### src/rtl/arb_pkg.sv
// -----------------------------------------------------------------------------
// arb_pkg
// Shared constants and helpers for the writeback-port arbiter.
//   N_REQ_DEF / DATA_WIDTH_DEF : default requester count and payload width
//   ptr_w()                    : width of the round-robin pointer
//   oh2idx()                   : one-hot vector to binary index
// -----------------------------------------------------------------------------
package arb_pkg;

   localparam int N_REQ_DEF      = 4;
   localparam int DATA_WIDTH_DEF = 32;

   // Pointer width; kept at least 1 bit so the pointer is never zero-width.
   function automatic int ptr_w(input int n);
      return (n <= 2) ? 1 : $clog2(n);
   endfunction

   // Callers zero-extend into 64 bits. Input is one-hot or zero; zero maps to 0.
   function automatic int oh2idx(input logic [63:0] oh);
      int r;
      r = 0;
      for (int i = 0; i < 64; i++)
         if (oh[i]) r = i;
      return r;
   endfunction

endpackage

### src/rtl/onehot_mux.sv
// -----------------------------------------------------------------------------
// onehot_mux
// Parameterised AND-OR mux steered by a one-hot (or all-zero) select.
// An all-zero select produces all-zero data.
//   sel   in  N       one-hot select
//   data  in  N*W     packed inputs, input i at [i*W +: W]
//   out   out W       selected input
// -----------------------------------------------------------------------------
module onehot_mux #(
   parameter int N = 4,
   parameter int W = 32
) (
   input  logic [N-1:0]   sel,
   input  logic [N*W-1:0] data,
   output logic [W-1:0]   out
);

   always_comb begin
      out = '0;
      for (int i = 0; i < N; i++)
         out = out | (data[i*W +: W] & {W{sel[i]}});
   end

endmodule

### src/rtl/wb_port_arbiter_rr_pick.sv
// -----------------------------------------------------------------------------
// rr_pick
// Combinational round-robin pick: the first set bit of req, scanning
// ptr, ptr+1, ... and wrapping modulo N_REQ.
//   req   in  N_REQ  request vector
//   ptr   in  PW     highest-priority index (0..N_REQ-1)
//   pick  out N_REQ  one-hot pick, zero when req is zero
// -----------------------------------------------------------------------------
module rr_pick #(
   parameter int N_REQ = 4,
   parameter int PW    = 2
) (
   input  logic [N_REQ-1:0] req,
   input  logic [PW-1:0]    ptr,
   output logic [N_REQ-1:0] pick
);

   int   idx;
   logic found;

   always_comb begin
      pick  = '0;
      found = 1'b0;
      idx   = 0;
      for (int k = 0; k < N_REQ; k++) begin
         idx = int'(ptr) + k;
         if (idx >= N_REQ) idx = idx - N_REQ;
         if (!found && req[idx]) begin
            pick[idx] = 1'b1;
            found     = 1'b1;
         end
      end
   end

endmodule

### src/rtl/wb_port_arbiter.sv
// -----------------------------------------------------------------------------
// wb_port_arbiter
// Round-robin arbiter sharing one writeback port among N_REQ producers.
// The winner's payload is captured in a single output register; the
// consumer drains it with out_valid/out_ready. Full throughput: a new
// payload is accepted in the same cycle the old one is consumed.
//   clk           in   clock
//   rst           in   synchronous active-high reset
//   flush         in   drop output stage contents, block acceptance this cycle
//   req_valid     in   N_REQ            per-requester valid
//   req_data      in   N_REQ*DATA_WIDTH packed payloads
//   req_ready     out  N_REQ            one-hot acceptance (combinational)
//   grant_onehot  out  N_REQ            shared-mux select, equals req_ready
//   out_valid     out  output stage holds a payload
//   out_data      out  DATA_WIDTH       registered payload
//   out_src       out  N_REQ            one-hot producer id of out_data
//   out_ready     in   consumer accepts out_data
// -----------------------------------------------------------------------------
module wb_port_arbiter
   import arb_pkg::*;
#(
   parameter int N_REQ      = N_REQ_DEF,
   parameter int DATA_WIDTH = DATA_WIDTH_DEF
) (
   input  logic                        clk,
   input  logic                        rst,
   input  logic                        flush,
   input  logic [N_REQ-1:0]            req_valid,
   input  logic [N_REQ*DATA_WIDTH-1:0] req_data,
   output logic [N_REQ-1:0]            req_ready,
   output logic [N_REQ-1:0]            grant_onehot,
   output logic                        out_valid,
   output logic [DATA_WIDTH-1:0]       out_data,
   output logic [N_REQ-1:0]            out_src,
   input  logic                        out_ready
);

   localparam int PW = ptr_w(N_REQ);

   logic [PW-1:0]         ptr;
   logic [PW-1:0]         next_ptr;
   logic [N_REQ-1:0]      pick;
   logic [N_REQ-1:0]      grant;
   logic [DATA_WIDTH-1:0] mux_data;
   logic                  can_accept;
   logic                  fire;
   int                    win_idx;

   // Output slot is free, or being emptied this cycle; flush blocks refill.
   assign can_accept = (!out_valid || out_ready) && !flush;

   rr_pick #(
      .N_REQ (N_REQ),
      .PW    (PW)
   ) u_pick (
      .req  (req_valid),
      .ptr  (ptr),
      .pick (pick)
   );

   assign grant        = can_accept ? pick : '0;
   assign grant_onehot = grant;
   assign req_ready    = grant;
   assign fire         = |grant;

   onehot_mux #(
      .N (N_REQ),
      .W (DATA_WIDTH)
   ) u_mux (
      .sel  (grant),
      .data (req_data),
      .out  (mux_data)
   );

   // Pointer moves to the slot just after the winner.
   always_comb begin
      win_idx  = oh2idx(64'(grant));
      next_ptr = (win_idx == N_REQ - 1) ? '0 : PW'(win_idx + 1);
   end

   always_ff @(posedge clk) begin
      if (rst) begin
         out_valid <= 1'b0;
         out_data  <= '0;
         out_src   <= '0;
         ptr       <= '0;
      end else if (fire) begin
         out_valid <= 1'b1;
         out_data  <= mux_data;
         out_src   <= grant;
         ptr       <= next_ptr;
      end else if (flush || out_ready) begin
         // Drain or flush: data/src keep their stale values.
         out_valid <= 1'b0;
      end
   end

endmodule

### config.mk
export PLATFORM = sky130hd
export DESIGN_NAME = wb_port_arbiter
export DESIGN_NICKNAME = d
export VERILOG_FILES = /design/src/rtl/arb_pkg.sv /design/src/rtl/onehot_mux.sv /design/src/rtl/wb_port_arbiter_rr_pick.sv /design/src/rtl/wb_port_arbiter.sv
export SDC_FILE = /design/constraint.sdc
export NUM_CORES = 1
export LEC_CHECK = 0
export BUFFER_PORTS_ARGS = -buffer_cell sky130_fd_sc_hd__buf_2
export CORE_ASPECT_RATIO = 1.75
export CORE_MARGIN = 5
export CORE_UTILIZATION = 40
export DETAILED_ROUTE_END_ITERATION = 10
export PLACE_DENSITY = 0.76
export SLEW_MARGIN = 20
export SYNTH_ARGS = -nofsm -noshare
export SYNTH_HDL_FRONTEND = slang
export SYNTH_HIERARCHICAL = 1
export SYNTH_SLANG_ARGS = --single-unit
### constraint.sdc
create_clock -name clk -period 4 [get_ports clk]
set_input_delay 0 -clock clk [delete_from_list [all_inputs] [get_ports clk]]
set_output_delay 0 -clock clk [all_outputs]
set_load 0.01 [all_outputs]
== Word level (Yosys, flattened, before mapping) ==
Cells that the tools add are included.
W data, S select, Z words.

* $add $sub $neg: 8
* $lt $le $gt $ge: 12
* Eq/ne operators: 1
* Muxes and demuxes: 38
* Bitwise logic cells: 10
* Reductions and logical operators: 17

{| class="wikitable"
|+ Operators by type and width
! operator !! count
|-
| $mux W32 || 6
|-
| $and A32 B32 Y32 || 4
|-
| $ge A32 B1 Y1 const B || 4
|-
| $lt A32 B4 Y1 const B || 4
|-
| $ge A32 B4 Y1 const B || 3
|-
| $or A32 B32 Y32 || 3
|-
| $sub A32 B4 Y32 const B || 3
|-
| $eq A32 B3 Y1 const B || 1
|-
| $mux W4 || 5
|-
| $mux W1 || 18
|-
| $or A4 B4 Y4 || 3
|-
| $bmux W1 S2 || 4
|-
| $demux W1 S2 || 4
|-
| $logic_and A1 B1 Y1 || 8
|-
| $add A2 B2 Y3 const B || 2
|-
| $logic_not A1 Y1 || 5
|-
| $reduce_or A4 Y1 || 1
|-
| $sub A2 B3 Y4 const B || 1
|-
| $add A2 B1 Y3 const B || 1
|-
| $ge A2 B3 Y1 const B || 1
|-
| $add A2 B2 Y2 const B || 1
|-
| $logic_or A1 B1 Y1 || 2
|-
| $mux W2 || 1
|-
| $reduce_bool A2 Y1 || 1
|}

* Flip-flop bits (word level): 39
* Input port bits: 136

== Depth between registers and ports, before layout ==
Gate-level depths: netlist of run 1.

* Depth in word-level cells: 21
* Mapped depth: 14
* Mapped depth without buffers: 13

== Modules after synthesis ==
The synthesis of run 1 kept the hierarchy.

{| class="wikitable"
|+ By module, submodules not included
! module !! times used !! cells an instance !! area an instance (um^2) !! seq. area each (um^2)
|-
| wb_port_arbiter || 1 || 190 || 1783.0 || 780.7
|-
| onehot_mux || 1 || 108 || 705.7 || 0.0
|-
| rr_pick || 1 || 38 || 357.8 || 0.0
|}

== Least setup slack after synthesis of run 1 ==
OpenSTA, ideal clock, no wires.

* Path type: reg-to-reg
* Start point: reg ptr[0]
* End point: reg out_data[1]
* Library setup time: 0.059 ns
* Arrival: 3.370 ns
* Slack: 0.572 ns
* Cell stages (with the launch flop): 15
* Path buffers: 1
* Period minus slack after synthesis: 3.428 ns
* Cells stage by stage: dfxtp_1 -> inv_1 -> ha_1 -> mux4_2 -> nor4b_4 -> nand2_1 -> o211ai_1 -> inv_1 -> nor3_1 -> buf_6 -> a22oi_1 -> nand2_1 -> nand2b_1 -> nor4_1 -> a31o_1

{| class="wikitable"
|+ RTL lines
! item !! line !! RTL
|-
| start: declaration || wb_port_arbiter.sv:40 || <nowiki>logic [PW-1:0] ptr;</nowiki>
|-
| start signal: assignment || wb_port_arbiter.sv:91 || <nowiki>ptr <= next_ptr;</nowiki>
|-
| branches (longest 14 deep; another with $sub A32 B4 Y32) || n/a ||
|-
| $mux W4 * || wb_port_arbiter_rr_pick.sv:28 || <nowiki>if (!found && req[idx]) begin</nowiki>
|-
| net pick[2] || wb_port_arbiter.sv:42 || <nowiki>logic [N_REQ-1:0] pick;</nowiki>
|-
| $mux W4 * || wb_port_arbiter.sv:61 || <nowiki>assign grant = can_accept ? pick : '0;</nowiki>
|-
| net grant_onehot[2] || wb_port_arbiter.sv:31 || <nowiki>output logic [N_REQ-1:0] grant_onehot,</nowiki>
|-
| $and A32 B32 Y32 * || onehot_mux.sv:21 || <nowiki>out = out | (data[i*W +: W] & {W{sel[i]}});</nowiki>
|-
| $or A32 B32 Y32 * (2 in series) || onehot_mux.sv:21 ||
|-
| net mux_data[1] || wb_port_arbiter.sv:44 || <nowiki>logic [DATA_WIDTH-1:0] mux_data;</nowiki>
|-
| end signal: assignment || wb_port_arbiter.sv:89 || <nowiki>out_data <= mux_data;</nowiki>
|-
| end: declaration || wb_port_arbiter.sv:33 || <nowiki>output logic [DATA_WIDTH-1:0] out_data,</nowiki>
|}

Mark *: on every way through the listed nets, which the timed path passes. The select of a mux whose other input is x is not followed.
A chain may end at the register's enable or synchronous reset.

== Final worst setup path of run 1 ==
* Start point: reg ptr[1]
* End point: reg out_data[26]

* Cells in the longest elaborated chain, start to end: 20

{| class="wikitable"
|+ Ends and longest elaborated chain
! item !! line
|-
| branches (longest 14 deep; another with $sub A32 B4 Y32) || n/a
|-
| $mux W4 * || wb_port_arbiter_rr_pick.sv:28
|-
| net pick[0] || wb_port_arbiter.sv:42
|-
| $mux W4 * || wb_port_arbiter.sv:61
|-
| $and A32 B32 Y32 * || onehot_mux.sv:21
|-
| $or A32 B32 Y32 * (3 in series) || onehot_mux.sv:21
|-
| net mux_data[26] || wb_port_arbiter.sv:44
|}

Marks and branches as above.

==> flow_summary.toml, run 1 <==
[setup_path]
timing.reg2reg.setup_slack_ns = 0.56
critPathKind = "reg2reg"
critPathRequiredTime_ns = 4.21
r2r_cells = 13
timing.rr.end = "out_data[26]$_SDFFE_PP0P_"
worstPathArrival_ns = 3.65
startpoint_type = "register"
crit_fanout = 12
r2r_start = "ptr[1]$_SDFFE_PP0P_"
worst_setup_path_end_kind = "register"

[hold_path]
hold_start = "req_data[113]"
holdPathStages = 5
hold_end = "out_data[17]$_SDFFE_PP0P_"
hold_class = "in2reg"

[floorplanning]
start_util_pct = 41.21
die_w_um = 73.77
dieArea_sq_um = 8970
dieHeight_um = 121.6
row_count = 40
core_area_sq_um = 6907
ios = 181

[clocking]
clockBufferDepth = 2
holdBufCountCts = 0
ctsHtreeMaxLevel = 2
clk_pin_slew_ns = 0.06
insertion_delay_ns = 0.28
cts_setup_buffers = 0
cts_sinks = 39
cts_tree = "yes"
cts_root_buffer = "clkbuf_16"
cts_resized = 0
numCtsBuffers = 5

[global_route]
grt_overflow = 0
grt_use_total_pct = 22.37
antenna_found_initial = 0
grt_max_degree = 43
grt_pass1_wl_mm = 16.01
grt_pass1_vias = 3308

[drt]
routed_wirelength_mm = 10.27
vias = 3342
first_pass_iters = 5
wire_per_inst_um = 17.67
drt_iter0_drc = 236
vias_per_cell = 5.752
drtAntennaViolNets = 0
drc_errors = 0

[synthesis]
synthDistinctLibCells = 32
synthTopCellsByCount = "a22oi_1 (64), nand2_1 (49), dfxtp_1 (39)"
synth-async-reset-ratio_pct = 0
synthCells = 336
synth_area_leader_cell = "dfxtp_1"
synth_top_area_share_pct = 27.43
synth_area_per_cell_sq_um = 8.472
synth_area_sq_um = 2846
synth-main-ff-cell = "dfxtp_1"
synth-seq-cells = 39
synth_edf_count = 0
post-synth-top-count-cell = "a22oi_1"
yosysWarnings = 6
yosys-top-cells-area = "dfxtp_1 (27%), a22oi_1 (17%), a31o_1 (8.3%)"
synth-seq-area-share_pct = 27.43
syn_nets = 480

[layout]
layout.nets = 640
fillers = 675
fin_util_pct = 55.91
antenna_cells = 0
area_growth_pct = 35.65
layout.cells.non_filler = 581
drive_above_1_share_pct = 41.85

[sta]
max_clock_freq_mhz = 290.9
tns_ns = 0
hold_ws_ns = 0.1088
worstMarginPinSlew_ns = 0.7123
hold_viol_final = 0
maxSlewHeadroom_pct = 52.44
drv_slew = 0
setup_viol_count_final = 0
rsz0062_at_grt = "false"
skew_ns = 0.005352
post-route-period-util_pct = 85.95
fin_crit_ns = 3.438

[pwr]
powerDensity_nw_per_um2 = 586.3
peakVddDrop_mv = 0.2480
power.total_mw = 2.264
p_leak_nw = 1.870

[placed_design]
dp_hpwl_mm = 7.843
port_buffers = 180
place_congestion = 0.8379
dp.cells = 573

[outcome]
run_status = "finished, final reports clean"

[job]
maxCapViolCount = 0
through the flow:
step,instance area [sq um],setup slack (ns)
final,3861,0.5620
after global routing,3861,0.1814
after CTS,3861,0.5963
after detailed placement,3687,0.6019
after global placement,3687,0.7307
after floorplan,2846,0.5715
layer usage:
| layer | GRT usage, % | wire, um |
|---|---|---|
| met1 | 25.66 | 3805 |
| met2 | 40.33 | 5543 |
| met3 | 2.642 | 585 |
| met4 | 9.524 | 330 |
| met5 | 0 | 0 |
placed cells by master (no fill, tap or decap), types with 2 or more instances in the layout:
cell type  netlist  layout
nor3b_1          4       4
mux2i_1          6       6
nand2b_1        26      26
nor2b_1          4       4
ha_1             8       8
nor2_1           4       4
dfxtp_1         39      39
a21oi_1          5       5
a22oi_1         64      64
mux4_2           2       2
nor3_2           1       2
buf_4            8      12
nor4_1          28      27
mux4_1           2       2
a31o_1          27      27
buf_2            6     180
clkbuf_16        0       5
inv_1            8       8
o211ai_1         4       4
nand2_1         49      49
and2_1           3       3
a32o_1           3       3
layout make-up:
class	count	area, sq um	area share, %
multi-input cells	249	1777	46.01
repair buffers	192	991.0	25.66
clock inverters	2	35.03	0.9073
clock buffers	6	138.9	3.597
inverters	9	33.78	0.8749
flip-flops and latches	39	780.7	20.22
well taps	84	105.1	2.722
worst max-delay path by stage:
stage               slack [ns]           startpoint                   endpoint  cells after the start
finish                    0.56  ptr[1]$_SDFFE_PP0P_  out_data[26]$_SDFFE_PP0P_                     13
global route              0.18  ptr[1]$_SDFFE_PP0P_  out_data[26]$_SDFFE_PP0P_                     13
floorplan                 0.57  ptr[0]$_SDFFE_PP0P_   out_data[1]$_SDFFE_PP0P_                     14
global placement          0.73  ptr[0]$_SDFFE_PP0P_  out_data[18]$_SDFFE_PP0P_                     14
CTS                       0.60  ptr[1]$_SDFFE_PP0P_  out_data[26]$_SDFFE_PP0P_                     13
detailed placement        0.60  ptr[1]$_SDFFE_PP0P_  out_data[20]$_SDFFE_PP0P_                     13
worst max-delay path, stage by stage (launching register included):
cell,delay [ns]
dfxtp_1,0.46
inv_1,0.15
ha_1,0.35
mux4_2,0.38
nor4b_4,0.35
nand2_1,0.10
o211ai_1,0.20
and2_1,0.54
buf_4,0.28
a22oi_1,0.10
nand2_1,0.07
nand2b_1,0.05
nor4_1,0.19
a31o_1,0.15
state kept, by name, indices dropped and copies added, names as in the netlist:
signal and cells:
out_data 32, out_src 4, out_valid 1, ptr 2
logic make-up after synthesis:
family / Yosys count / share of synthesized area (%)
fa+ha+maj: 8 / 3.517
flops: 39 / 27.43
compound gates: 106 / 29.01
buf+inv: 48 / 10.55
simple gates: 125 / 23.96
mux: 10 / 5.538
where the power goes:
group | switching (mW) | internal [mW] | leakage, nW | total (mW)
registers | 0.0682 | 0.511 | 0.317 | 0.579
clock network | 0.151 | 0.310 | 0.0868 | 0.460
logic | 0.732 | 0.493 | 1.47 | 1.22
total | 0.951 | 1.31 | 1.87 | 2.26
Note: power is estimated with default switching activity, not from simulation.
==> inputs of run 2 (changes only) <==
- PLACE_DENSITY: 0.76 -> 0.79
- SYNTH_HIERARCHICAL: 1 -> unset
==> run 2 against run 1 <==
  * Worst hold slack got worse by 0.094 ns
  * Sequential share of layout area is 1.8 points higher
  * Non-clock buffer count shrank 1
  * Clock skew is 0.0024 ns lower
  * Sequential power increased by 9.3%
  * Cell count decreased by 14%
  * Synthesized cell count shrank 25%
  * Global-route usage down 1.1 points
  * Register-to-register slack got worse by 0.07 ns
  * Critical path type unchanged
  * Largest cell class unchanged
==> flow_summary.toml, run 2 <==
[outcome]
run_status = "finished, final reports clean"

[layout]
fillers = 620
largestRegisters = "out_data x32, out_src x4, ptr x2"
largest_register_ffs = 32
antenna_cells = 0
area_growth_pct = 39.98
multi_input_area_sq_um = 1578
layout.nets = 558
largest_register = "out_data"
seqCellArea_sq_um = 780.7
drive_above_1_share_pct = 64.68
layout_common_cells = "buf_2 (180), dfxtp_1 (39), a22oi_1 (32), a221oi_1 (32)"
layout_commonest_cell = "buf_2"

[floorplanning]
row_count = 38
core_area_sq_um = 6181
start_util_pct = 40.91
dieArea_sq_um = 8075
dieHeight_um = 115.2
die_w_um = 70.11
ios = 181

[global_route]
grt_use_total_pct = 21.24
grt_pass1_wl_mm = 13.79
grt_pass1_vias = 2958
grt_overflow = 0
antenna_found_initial = 0
grt_max_degree = 39

[sta]
maxSlewHeadroom_pct = 30.56
drv_slew = 0
hold_ws_ns = 0.01475
post-route-period-util_pct = 87.75
rsz0062_at_grt = "false"
fin_crit_ns = 3.510
skew_ns = 0.002909
hold_viol_final = 0
setup_viol_count_final = 0
tns_ns = 0
max_clock_freq_mhz = 284.9
worstMarginPinSlew_ns = 1.042

[synthesis]
synthDistinctLibCells = 30
synth_area_per_cell_sq_um = 10.07
synth_area_leader_cell = "dfxtp_1"
synth_area_sq_um = 2529
syn_nets = 391
post-synth-top-count-cell = "dfxtp_1"
synth-seq-cells = 39
synth_edf_count = 0
synthCells = 251
synth_top_area_share_pct = 30.88
synthTopCellsByCount = "dfxtp_1 (39), a221oi_1 (32), a22oi_1 (32)"
synth-seq-area-share_pct = 30.88
synth-async-reset-ratio_pct = 0
yosysWarnings = 0
yosys-top-cells-area = "dfxtp_1 (31%), a211oi_2 (15%), a221oi_1 (11%)"
synth-main-ff-cell = "dfxtp_1"

[pwr]
powerDensity_nw_per_um2 = 856.8
power.total_mw = 3.033
peakVddDrop_mv = 0.4581
p_leak_nw = 1.586

[drt]
first_pass_iters = 4
drtAntennaViolNets = 0
vias_per_cell = 5.725
wire_per_inst_um = 17.90
drc_errors = 0
vias = 2857
routed_wirelength_mm = 8.933
drt_iter0_drc = 218

[placed_design]
dp_hpwl_mm = 6.822
place_congestion = 0.8999
port_buffers = 180

[setup_path]
critPathKind = "reg2reg"
crit_slowest_cell = "or4_2"
startpoint_type = "register"
worst_setup_path_end_kind = "register"
crit_chain = "inv_1 -> ha_1 -> mux4_2 -> a21oi_1 -> a2bb2oi_2 -> a21boi_4 -> or4_2 -> buf_4 -> nor2_2 -> a211oi_2"
crit_fanout = 22
slowest_delay_ns = 0.70
worstPathArrival_ns = 3.64
critPathRequiredTime_ns = 4.13

[job]
maxCapViolCount = 0

[clocking]
ctsHtreeMaxLevel = 2
numCtsBuffers = 5
clockBufferDepth = 2
insertion_delay_ns = 0.28
cts_root_buffer = "clkbuf_8"
cts_resized = 0
cts_tree = "yes"
clk_pin_slew_ns = 0.07
cts_sinks = 39

[hold_path]
hold_class = "in2reg"
[run 2: repair_timing]
item | 4_1_cts | 5_1_grt
setup buffers | 0 | 0
endpoints found under the hold margin | 1 | 0
hold buffers | 1 | 0
[run 2: cell type report]
cell class,instances,area share [%]
Sequential cell,39,22.06
Inverter,3,0.3181
Multi-Input combinational cell,178,44.57
Clock buffer,5,1.944
Timing Repair Buffer,191,27.85
Clock inverter,3,0.4242
Tap cell,80,2.828
[run 2: power by group]
part | leakage (nW) | internal (mW) | switching [mW] | total, mW
Clock | 0.0477 | 0.119 | 0.136 | 0.255
Sequential | 0.323 | 0.537 | 0.0966 | 0.633
Combinational | 1.22 | 0.909 | 1.24 | 2.14
[run 2: kinds of logic (layout without fill, tap and decap cells)]
kind of cell	Yosys count	in the layout	share of synthesized area, %
compound gates	116	116	42.21
flops	39	39	30.88
buf+inv	34	202	7.818
mux	4	4	3.563
fa+ha+maj	4	4	1.979
simple gates	54	54	13.56
[run 2: worst paths after layout]
kind / start / endpoint / slack (ns) / depth (start not counted)
setup / recovery: ptr[0]$_SDFFE_PP0P_ / out_data[6]$_SDFFE_PP0P_ / 0.49 / 10
setup reg to reg: ptr[0]$_SDFFE_PP0P_ / out_data[6]$_SDFFE_PP0P_ / 0.49 / 10
hold reg to reg: out_src[1]$_SDFFE_PP0P_ / out_src[1]$_SDFFE_PP0P_ / 0.49 / 2
hold / removal: out_ready / out_valid$_SDFFE_PP0P_ / 0.01 / 4
[run 2: per-layer routing]
metal	track usage, %	part of all wire [%]
met1	23.32	36
met4	8.824	2.7
met3	4.199	5.5
met5	0	0
met2	39.42	55
[run 2: stage by stage]
stage	utilization, %	setup slack [ns]	cell area, sq um	std cells
final	57.27	0.4901	3540	499
after floorplan	-	0.9416	2529	251
after global placement	55.75	0.6248	3446	490
after CTS	57.27	0.4740	3540	499
after global routing	57.27	0.2621	3540	499
after detailed placement	55.75	0.4933	3446	490
[run 2: critical path: cells and delay by family (launching register included)]
kind | cells | cell delay (ns)
simple gates | 2 | 0.84
mux | 1 | 0.60
flops | 1 | 0.53
buf+inv | 2 | 0.38
fa+ha+maj | 1 | 0.35
compound gates | 4 | 0.63
==> inputs of run 3 (changes only) <==
- CORE_MARGIN: 5 -> 8
- PLACE_DENSITY: 0.79 -> unset
- PLACE_DENSITY_LB_ADDON: unset -> 0.1
==> run 3 against run 2 <==
  * Global-route usage decreased by 1.9 points
  * Total power grew 3.2%
  * Die area rose by 14%
  * Largest cell class unchanged
  * Highest routed layer unchanged
==> flow_summary.toml, run 3 (synthesis results as in run 2) <==
[clocking]
ctsHtreeMaxLevel = 2
clockBufferDepth = 2
cts_resized = 0
numCtsBuffers = 5
clk_pin_slew_ns = 0.08
insertion_delay_ns = 0.31
cts_root_buffer = "clkbuf_8"
cts_sinks = 39
cts_tree = "yes"

[sta]
max_clock_freq_mhz = 287.1
setup_viol_count_final = 0
worst_slack_ns = 0.5165
drv_slew = 0
maxSlewHeadroom_pct = 30.21
fin_crit_ns = 3.483
hold_ws_ns = 0.02049
skew_ns = 0.01115
hold_viol_final = 0
rsz0062_at_grt = "false"
post-route-period-util_pct = 87.09
tns_ns = 0
worstMarginPinSlew_ns = 1.047

[drt]
wire_per_inst_um = 18.91
first_pass_iters = 4
drtAntennaViolNets = 0
routed_wirelength_mm = 9.475
drt_iter0_drc = 144
drc_errors = 0
vias = 2778
vias_per_cell = 5.545

[global_route]
grt_overflow = 0
grt_pass1_wl_mm = 14.52
antenna_found_initial = 0
grt_pass1_vias = 2877
grt_max_degree = 39
grt_use_total_pct = 19.35

[setup_path]
crit_fanout = 21
crit_end = "out_data[18]$_SDFFE_PP0P_"
startpoint_type = "register"
crit_chain = "inv_1 -> ha_1 -> mux4_2 -> nor3b_2 -> a2bb2oi_1 -> a21boi_4 -> buf_4 -> nor4_4 -> buf_4 -> a221oi_1 -> a211oi_2"
worst_setup_path_end_kind = "register"
worstPathArrival_ns = 3.63
r2r_start = "ptr[0]$_SDFFE_PP0P_"
cp_common_cell = "buf_4"
crit_path_start = "ptr[0]$_SDFFE_PP0P_"
crit_slowest_cell = "mux4_2"
slowest_delay_ns = 0.60
timing.rr.end = "out_data[18]$_SDFFE_PP0P_"
critPathRequiredTime_ns = 4.14
r2r_cells = 11
timing.reg2reg.setup_slack_ns = 0.52
critPathKind = "reg2reg"

[layout]
area_growth_pct = 41.91
drive_above_1_share_pct = 64.85
largest_register = "out_data"
antenna_cells = 0
largestRegisters = "out_data x32, out_src x4, ptr x2"
fin_util_pct = 58.06
fin_area_sq_um = 3588
fillers = 603
layout_commonest_cell = "buf_2"
largest_register_ffs = 32
layout_common_cells = "buf_2 (180), dfxtp_1 (39), a22oi_1 (32), a221oi_1 (32)"
layout.nets = 560
layout.cells.non_filler = 501

[floorplanning]
start_util_pct = 40.91
row_count = 38
die_w_um = 76.11
core_area_sq_um = 6181
dieArea_sq_um = 9222
ios = 181
dieHeight_um = 121.2

[pwr]
p_leak_nw = 1.610
peakVddDrop_mv = 0.4932
powerDensity_nw_per_um2 = 872.1
power.total_mw = 3.129

[placed_design]
dp.cells = 492
dp_slack_ns = 0.5385
port_buffers = 180
place_congestion = 0.8666
dp_hpwl_mm = 7.384
place_area_sq_um = 3461

[hold_path]
hold_class = "in2reg"

[job]
maxCapViolCount = 0

[outcome]
run_status = "finished, final reports clean"
## run 3: cell count changes in the layout (fill, tap and decap cells not counted)
cell and change:
clkbuf_8 +1, bufinv_16 +1, buf_4 +2, clkinv_2 -2
## run 3: report_power, final
part | switching (mW) | internal (mW)
sequential | 0.0983 | 0.537
clock | 0.145 | 0.202
combinational | 1.23 | 0.918
total | 1.47 | 1.66
## run 3: worst min-delay path by stage
| stage | start | endpoint | slack (ns) | cells past startpoint |
|---|---|---|---|---|
| 2_1_floorplan | flush | out_valid$_SDFFE_PP0P_ | 0.19 | 2 |
| 3_3_place_gp | flush | out_valid$_SDFFE_PP0P_ | 0.32 | 3 |
| 3_5_place_dp | flush | out_valid$_SDFFE_PP0P_ | 0.32 | 3 |
| 4_1_cts | out_ready | out_valid$_SDFFE_PP0P_ | 0.009 | 4 |
| 5_1_grt | req_data[80] | out_data[16]$_SDFFE_PP0P_ | 0.05 | 3 |
| 6_report | out_ready | out_valid$_SDFFE_PP0P_ | 0.02 | 4 |
## run 3: area by class of cell
| class | instances | area, sq um | share of cell area (%) |
|---|---|---|---|
| multi-input cells | 178 | 1578 | 43.97 |
| repair buffers | 193 | 1001 | 27.89 |
| flip-flops and latches | 39 | 780.7 | 21.76 |
| well taps | 80 | 100.1 | 2.789 |
| clock buffers | 6 | 82.58 | 2.301 |
| clock inverters | 2 | 35.03 | 0.9763 |
| inverters | 3 | 11.26 | 0.3138 |
## run 3: metal layers
metal | global-route usage (%) | wire [um] | vias up
li1 | - | - | 1330
met1 | 19.64 | 3408 | 1320
met2 | 35.22 | 5149 | 119
met3 | 6.751 | 751 | 9
met4 | 7.627 | 165 | 0
met5 | 0 | 0 | -
## run 3: worst max-delay path: cells and delay by family (launching register included)
| family | cells | cell delay (ns) |
|---|---|---|
| AO/OA/AOI/OAI | 4 | 0.81 |
| adder cells (fa/ha/maj) | 1 | 0.34 |
| buffers and inverters | 3 | 0.60 |
| flip-flops | 1 | 0.53 |
| multiplexers | 1 | 0.60 |
| AND/OR/NAND/NOR | 2 | 0.41 |
## run 3: what timing repair did
item,4_1_cts,5_1_grt
setup buffers,0,0
endpoints found under the hold margin,1,0
hold buffers,1,0
